File: src/rtl/cpu_trace_pkg.sv
// rtl/cpu_trace_pkg.sv - shared widths and entry layout for the branch trace unit (CPU_TRACE_RD_VAL_EN adds rd)
package cpu_trace_pkg;

    localparam int PC_W       = 16;
    localparam int DROP_CNT_W = 8;
    localparam int TS_W_DEF   = 16;

    // Entry layout at the default timestamp width; the top re-declares it for other TS_W values
    typedef struct packed {
        logic [PC_W-1:0]     from;
        logic [PC_W-1:0]     to;
        logic [TS_W_DEF-1:0] ts;
`ifdef CPU_TRACE_RD_VAL_EN
        logic [PC_W-1:0]     rd;
`endif
    } trace_entry_t;

endpackage

File: src/rtl/trace_fifo.sv
// rtl/trace_fifo.sv - first-word-fall-through FIFO of trace entries with occupancy counter
module trace_fifo
    import cpu_trace_pkg::*;
#(
    parameter int  DEPTH   = 8,
    parameter type entry_t = trace_entry_t
) (
    input  logic                   clk_i,
    input  logic                   reset,
    input  logic                   push_i,
    input  entry_t                 push_data_i,
    input  logic                   pop_i,
    output logic                   valid_o,
    output logic                   full_o,
    output entry_t                 head_o,
    output logic [$clog2(DEPTH):0] count_o
);

    localparam int AW = $clog2(DEPTH);

    entry_t        mem [DEPTH];
    logic [AW-1:0] wr_ptr;
    logic [AW-1:0] rd_ptr;
    logic [AW:0]   count;
    logic          do_push;
    logic          do_pop;

    // valid/full come only from the registered count, so ready never reaches valid combinationally
    assign valid_o = (count != '0);
    assign full_o  = (count == (AW+1)'(DEPTH));
    assign do_pop  = pop_i && valid_o;
    // A push into a full FIFO is still accepted when the head leaves in the same cycle
    assign do_push = push_i && (!full_o || do_pop);
    // Head is forced to zero while empty so all outputs read 0 after reset
    assign head_o  = valid_o ? mem[rd_ptr] : '0;
    assign count_o = count;

    // Pointer and occupancy bookkeeping; pointers wrap naturally since DEPTH is a power of 2
    always_ff @(posedge clk_i) begin
        if (reset) begin
            wr_ptr <= '0;
            rd_ptr <= '0;
            count  <= '0;
        end else begin
            if (do_push) begin
                wr_ptr <= wr_ptr + AW'(1);
            end
            if (do_pop) begin
                rd_ptr <= rd_ptr + AW'(1);
            end
            case ({do_push, do_pop})
                2'b10:   count <= count + (AW+1)'(1);
                2'b01:   count <= count - (AW+1)'(1);
                default: count <= count;
            endcase
        end
    end

    // Entry storage; unreset because the head is masked until a write has landed
    always_ff @(posedge clk_i) begin
        if (!reset && do_push) begin
            mem[wr_ptr] <= push_data_i;
        end
    end

endmodule

File: src/rtl/cpu_branch_trace.sv
// rtl/cpu_branch_trace.sv - captures non-sequential PC changes into a drainable trace FIFO (CPU_TRACE_RD_VAL_EN adds Rd_val capture)
module cpu_branch_trace
    import cpu_trace_pkg::*;
#(
    parameter int DEPTH = 8,
    parameter int TS_W  = 16
) (
    input  logic                   clk_i,
    input  logic                   reset,
    input  logic [PC_W-1:0]        pc_i,
    input  logic [PC_W-1:0]        rd_val_i,
    input  logic                   enable_i,
    output logic                   tr_valid_o,
    input  logic                   tr_ready_i,
    output logic [PC_W-1:0]        tr_from_o,
    output logic [PC_W-1:0]        tr_to_o,
    output logic [TS_W-1:0]        tr_ts_o,
`ifdef CPU_TRACE_RD_VAL_EN
    output logic [PC_W-1:0]        tr_rd_o,
`endif
    output logic [$clog2(DEPTH):0] count_o,
    output logic                   overflow_o,
    output logic [DROP_CNT_W-1:0]  drop_cnt_o
);

    typedef struct packed {
        logic [PC_W-1:0] from;
        logic [PC_W-1:0] to;
        logic [TS_W-1:0] ts;
`ifdef CPU_TRACE_RD_VAL_EN
        logic [PC_W-1:0] rd;
`endif
    } entry_t;

    logic [PC_W-1:0] prev_pc;
    logic            prev_vld;
    logic [TS_W-1:0] ts_cnt;
    logic            event_hit;
    logic            fifo_full;
    logic            drop;
    entry_t          new_entry;
    entry_t          head;

    // A jump is any PC change other than +1 (16-bit wrap) or a stall
    assign event_hit = prev_vld && enable_i
                    && (pc_i != prev_pc + PC_W'(1))
                    && (pc_i != prev_pc);

    // An event is lost only when full and the head is not leaving this cycle
    assign drop = event_hit && fifo_full && !(tr_valid_o && tr_ready_i);

    assign new_entry.from = prev_pc;
    assign new_entry.to   = pc_i;
    assign new_entry.ts   = ts_cnt;
`ifdef CPU_TRACE_RD_VAL_EN
    assign new_entry.rd   = rd_val_i;
`else
    logic unused_rd_val;
    assign unused_rd_val = ^rd_val_i;
`endif

    // PC history and timestamp keep running regardless of enable so re-enabling is glitch-free
    always_ff @(posedge clk_i) begin
        if (reset) begin
            prev_pc  <= '0;
            prev_vld <= 1'b0;
            ts_cnt   <= '0;
        end else begin
            prev_pc  <= pc_i;
            prev_vld <= 1'b1;
            ts_cnt   <= ts_cnt + TS_W'(1);
        end
    end

    // Sticky overflow and saturating drop counter
    always_ff @(posedge clk_i) begin
        if (reset) begin
            overflow_o <= 1'b0;
            drop_cnt_o <= '0;
        end else if (drop) begin
            overflow_o <= 1'b1;
            if (drop_cnt_o != '1) begin
                drop_cnt_o <= drop_cnt_o + DROP_CNT_W'(1);
            end
        end
    end

    trace_fifo #(
        .DEPTH   (DEPTH),
        .entry_t (entry_t)
    ) u_fifo (
        .clk_i       (clk_i),
        .reset       (reset),
        .push_i      (event_hit),
        .push_data_i (new_entry),
        .pop_i       (tr_ready_i),
        .valid_o     (tr_valid_o),
        .full_o      (fifo_full),
        .head_o      (head),
        .count_o     (count_o)
    );

    assign tr_from_o = head.from;
    assign tr_to_o   = head.to;
    assign tr_ts_o   = head.ts;
`ifdef CPU_TRACE_RD_VAL_EN
    assign tr_rd_o   = head.rd;
`endif

endmodule

File: config.mk
export PLATFORM = sky130hd
export DESIGN_NAME = cpu_branch_trace
export DESIGN_NICKNAME = d
export VERILOG_FILES = /design/src/rtl/cpu_trace_pkg.sv /design/src/rtl/trace_fifo.sv /design/src/rtl/cpu_branch_trace.sv
export SDC_FILE = /design/constraint.sdc
export NUM_CORES = 1
export LEC_CHECK = 0
export CELL_PAD_IN_SITES_DETAIL_PLACEMENT = 0
export CELL_PAD_IN_SITES_GLOBAL_PLACEMENT = 1
export CORE_ASPECT_RATIO = 1.75
export CORE_MARGIN = 2
export CORE_UTILIZATION = 56
export CTS_CLUSTER_SIZE = 8
export DETAILED_ROUTE_END_ITERATION = 16
export GPL_ROUTABILITY_DRIVEN = 0
export GPL_TIMING_DRIVEN = 0
export MAX_ROUTING_LAYER = met4
export PLACE_DENSITY = 0.88
export SYNTH_ARGS = -nofsm -noshare
export SYNTH_HDL_FRONTEND = slang
export SYNTH_SLANG_ARGS = --single-unit
export TNS_END_PERCENT = 30
File: constraint.sdc
create_clock -name clk_i -period 11.47 [get_ports clk_i]
set_input_delay 2.294 -clock clk_i [delete_from_list [all_inputs] [get_ports clk_i]]
set_output_delay 2.294 -clock clk_i [all_outputs]
set_load 0.01 [all_outputs]
Word-level counts from Yosys, hierarchy flattened. Memories as Yosys holds them, arrays and structs flattened. A register that Yosys moved wholly into a read port is not among the register bits. Cells that the tools add are included.

Flip-flop bits (word level): 52. Latch bits: 0. RAM bits: 384. Bits in read-only memories: 0. Output and inout port bits: 62. Logic and storage cells: 44. Memories: 1.

Memory list: u_fifo.mem (words 8, bits a word 48, rd ports 1, clocked after Yosys merged registers in 1, write ports 1, RTL line trace_fifo.sv:21) `entry_t mem [DEPTH];`.

Add/subtract/negate cells: 7. Multiply operators: 0. Div/mod/pow operators: 0. Order comparisons: 0. Equality and inequality tests: 6. Shift operators: 0. Mux-type cells: 7. Bitwise operators: 0. Reductions and logical operators: 15.

Operators with widths (count): 48-bit 2-to-1 mux (1); 16-bit by 1-bit adder with 16-bit output (second input constant) (2); 16-bit inequality test (2); 8-bit by 1-bit adder with 8-bit output (second input constant) (1); 1-bit logical AND (8); 8-bit inequality test (second input constant) (1); 4-bit case mux with 2 select lines (1); 3-bit by 1-bit adder with 3-bit output (second input constant) (2); 3-bit 2-to-1 mux (2); 4-bit by 1-bit adder with 4-bit output (second input constant) (1); 4-bit == test (second input constant) (1); 4-bit nonzero test (1); 4-bit by 1-bit subtractor with 4-bit output (second input constant) (1); 1-bit logical NOT (3); 1-bit 2-to-1 mux (3); 2-bit by 1-bit == test with 1-bit output (second input constant) (1); 2-bit == test (second input constant) (1); 2-bit AND reduction (1); 2-bit nonzero test (1); 1-bit logical OR (1).

Logic depth before layout (Yosys ltp).
Depth in word-level cells: 8. Depth in mapped cells: 15.

Cells and area by module. Synthesis repeated with hierarchy kept, for this count alone.

Cells, all modules: 945. Area, all modules: 17555.6 µm².

Modules (own cells, without submodules): trace_fifo (instances 1, cells each 696, area an instance 15382.3 µm², seq. area each 11791.3 µm²); cpu_branch_trace (instances 1, cells each 249, area an instance 2173.3 µm², seq. area each 840.8 µm²).

Worst setup path before layout. No wires, ideal clock.

Kind: input -> register. From: input port pc_i[12]. To: memory u_fifo.mem[1][0] in the netlist's numbering, enable pin. Setup time: 0.411 ns. Data arrival time: 4.815 ns. Data required time: 11.059 ns. Slack: 6.244 ns. Stages on the path: 8. Path buffers: 0. Cells stage by stage: xor2_1 nor4_1 nand4_1 o311ai_0 nor2_1 nand2_1 nor3_1 and3b_1.

Longest elaborated chain between the ends: 7. Elaborated cells on any way between the ends: 8. Those cells by class: 2 x eq/ne; 2 x mux; 4 x reduce/logical.

RTL lines: from (decl) (RTL line cpu_branch_trace.sv:10) `input logic [PC_W-1:0] pc_i,`; 16-bit inequality test (RTL line cpu_branch_trace.sv:46) `&& (pc_i != prev_pc + PC_W'(1))`; 1-bit logical AND (RTL line cpu_branch_trace.sv:46); 1-bit logical AND (*) (RTL line cpu_branch_trace.sv:47) `&& (pc_i != prev_pc);`; 1-bit logical AND (*) (RTL line trace_fifo.sv:33) `assign do_push = push_i && (!full_o || do_pop);`; 1-bit logical AND (*) (RTL line trace_fifo.sv:61) `if (!reset && do_push) begin`; 1-bit 2-to-1 mux (*) (RTL line trace_fifo.sv:61); 1-bit 2-to-1 mux (not written as such) (*) (RTL line trace_fifo.sv:62) `mem[wr_ptr] <= push_data_i;`; to (decl) (RTL line trace_fifo.sv:21).

Every way passes the cells marked *; elsewhere a longest branch is shown, timed or not.

==> flow_summary.yaml <==
run_status:
  status: "finished clean"
cells_and_area:
  final_common_cell: "edfxtp_1"
  final_cells: 1518
  fill_cells: 1996
  register_area_sq_mm: 0.0126
  mostFrequentLayoutCells: "edfxtp_1, mux4_2, clkbuf_1"
  final_area_sq_mm: 0.0205
  antenna_cells: 0
  drive_gt1_share_pct: 16.4
  multi_input_area_sq_mm: 0.00448
  area_delta_synth_final_pct: 18.3
  layout.nets: 1119
clocking:
  htreeDepth: 2
  cts_buffers: 60
  cts_setup_buffers: 0
  clock_sinks: 439
  cts_root_buf: "clkbuf_16"
  cts_tree: "done"
  clock_latency_ps: 590
  cts.reportedPaths.clkPinSlew_ps: 50
  postCtsHoldBufs: 0
  ctsLongestPathBuffers: 3
  ctsResizeCount: 0
placement:
  dpl.hpwl_mm: 22.3
  place_ws_ps: 5010
  dp.cells: 1403
  place_area_sq_mm: 0.0187
  io_buffers: 80
setup_path:
  r2r-start: "prev_pc[1]"
  worstSetupEndpointType: "output pin"
  crit_arrival_ps: 4250
  reg2reg_to: "u_fifo.count_o[3]"
  crit_required_ps: 9180
  cp_max_fo: 10
  worst-r2r-setup-slack_ps: 7280
  setup.worst_path.start_class: "register"
  crit_type: "reg -> out"
  r2r_cells: 14
sta:
  max_freq_mhz: 153
  post-route-period-util_pct: 57.1
  fin_skew_ps: 18.1
  finalSetupTns_ps: 0
  hold_viol_final: 0
  maxSlewHeadroom_pct: 6.96
  setup_viol: 0
  layout_setup_ws_ps: 4920
  worstMarginPinSlew_ps: 1380
  rsz0062_at_grt: "false"
  layout_min_cycle_time_ps: 6550
  finalMaxSlewViolations: 0
worst_hold_path:
  holdCritStartpoint: "drop_cnt_o[5]"
  hold_end: "drop_cnt_o[5]"
  hold_depth: 2
  worst_hold_path_type: "reg -> reg"
synthesis:
  synth_mux_area_share_pct: 15.6
  synth_edf_count: 384
  synth_compound_area_share_pct: 1.63
  mappedNetlistArea_sq_mm: 0.0173
  ys.flop_type: "edfxtp_1"
  synth-xor-area-share_pct: 1.92
  synth_area_leaders: "edfxtp_1, mux4_2, dfxtp_1"
  syn_avg_cell_area_sq_um: 18.6
  synth_top_area_share_pct: 66.6
  ys_async_sr_fraction_pct: 0
  ys_warn_count: 0
  syn_nets: 972
  synth_top_family_by_area: "multiplexers"
  syn_inst: 928
  synth_top_area_cell: "edfxtp_1"
  synth_seq_area_share_pct: 73.0
  ys_ff_latch: 439
  synth_adder_area_share_pct: 0.622
  synth.distinct_cells: 55
  synth-simple-area-share_pct: 5.97
drt:
  ant_nets: 0
  detail_route.drc_violations: 0
  viasPerCell: 6.07
  drt-total-wl_mm: 38.0
  drtIter0Drc: 699
  dr.pass1.iters: 5
  post_drt_wl_per_cell_microns: 25.0
  dr_total_vias: 9212
floorplan:
  die-area_sq_mm: 0.0324
  ios: 98
  die_y_microns: 237
  start_util_pct: 56.5
  coreArea_sq_mm: 0.0306
  die_w_microns: 137
  rows: 85
power:
  p_per_area_mw_per_mm2: 217
  ir_worst_vdd_v: 0.000127
  power_mw: 4.43
  leakagePower_nw: 6.44
global_route:
  grt_pass1_wl_mm: 57.5
  grt_max_degree: 49
  grt_usage_pct: 25.2
  antenna_found_initial: 0
  overflow: 0
  first_global_vias: 9807
job:
  drv_cap: 0
-- cells by family after synthesis --
logic type | Yosys count
simple gates | 198
xor+xnor | 38
flops | 439
compound gates | 41
mux | 149
fa+ha+maj | 8
buf+inv | 55
-- layout make-up --
| class | instances | area share [%] |
|---|---|---|
| clock inverter | 2 | 0.0856 |
| tap | 391 | 2.39 |
| sequential | 439 | 61.7 |
| multi-input combinational | 434 | 21.9 |
| timing repair buffer | 85 | 4.44 |
| buffer | 43 | 0.844 |
| clock buffer | 112 | 8.39 |
| inverter | 12 | 0.220 |
-- metal layers --
layer  part of all wire, %  GRT usage [%]  wire length [microns]  up-vias
met2                    56           44.6                  21200      374
met4                   3.3           9.43                   1260        0
met5                     0              -                      0        -
li1                      -              -                      -     3996
met1                    36           28.8                  13700     4757
met3                   4.9           3.51                   1880       85
-- power by group --
part           total, mW  internal [mW]  switching, mW
Combinational       1.02          0.516          0.503
Clock               1.62          0.991          0.628
Sequential          1.79           1.76         0.0312
Total               4.43           3.27           1.16
-- per-stage QoR --
| step | util [%] | hold WS (ps) |
|---|---|---|
| 2_1_floorplan | - | 454 |
| 3_3_place_gp | 60.7 | 489 |
| 3_5_place_dp | 61.1 | 495 |
| 4_1_cts | 66.8 | 502 |
| 5_1_grt | 66.8 | 530 |
| 6_report | 66.8 | 510 |
-- worst max-delay path by stage --
stage | end | slack (ps) | cells after the start | startpoint
5_1_grt | tr_to_o[3] | 4690 | 7 | register
2_1_floorplan | u_fifo.mem[1][0] | 6240 | 8 | pc_i[12]
3_3_place_gp | u_fifo.mem[1][25] | 3850 | 9 | pc_i[0]
3_5_place_dp | u_fifo.count_o[3] | 5010 | 13 | pc_i[10]
6_report | tr_to_o[3] | 4920 | 7 | register
4_1_cts | tr_to_o[3] | 4810 | 7 | register
-- Yosys cell counts, drive strengths merged (2+ instances only) --
cell      n
and4b     2
nor4      6
nand3    23
xnor2    21
and4      2
a21oi    15
or3      10
nand4     8
and2      3
xor2     17
dfxtp    55
mux4     96
clkbuf   32
nand2b    4
and3b     3
buf      11
edfxtp  384
ha        7
nor3      4
mux2i    52
nor2     79
or4       4
inv      12
nor2b    17
nand2    18
o31ai     6
o21ai     8
and3     10
-- flip-flops by register name, indices dropped and copies added (netlist names), named ones only --
register and flops:
prev_pc 16, u_fifo.mem 384, u_fifo.wr_ptr 3, ts_cnt 16
prev_vld 1, u_fifo.count_o 4, drop_cnt_o 8, u_fifo.rd_ptr 3
overflow_o 1
-- worst max-delay path, stage by stage, from the launching register on --
cell and delay (ps):
dfxtp_1 300, clkbuf_1 300, buf_1 790, buf_1 810, mux4_2 620, mux2i_1 260
nor2_1 80, clkdlybuf4s50_1 520
(Power assumes the default switching activity.)
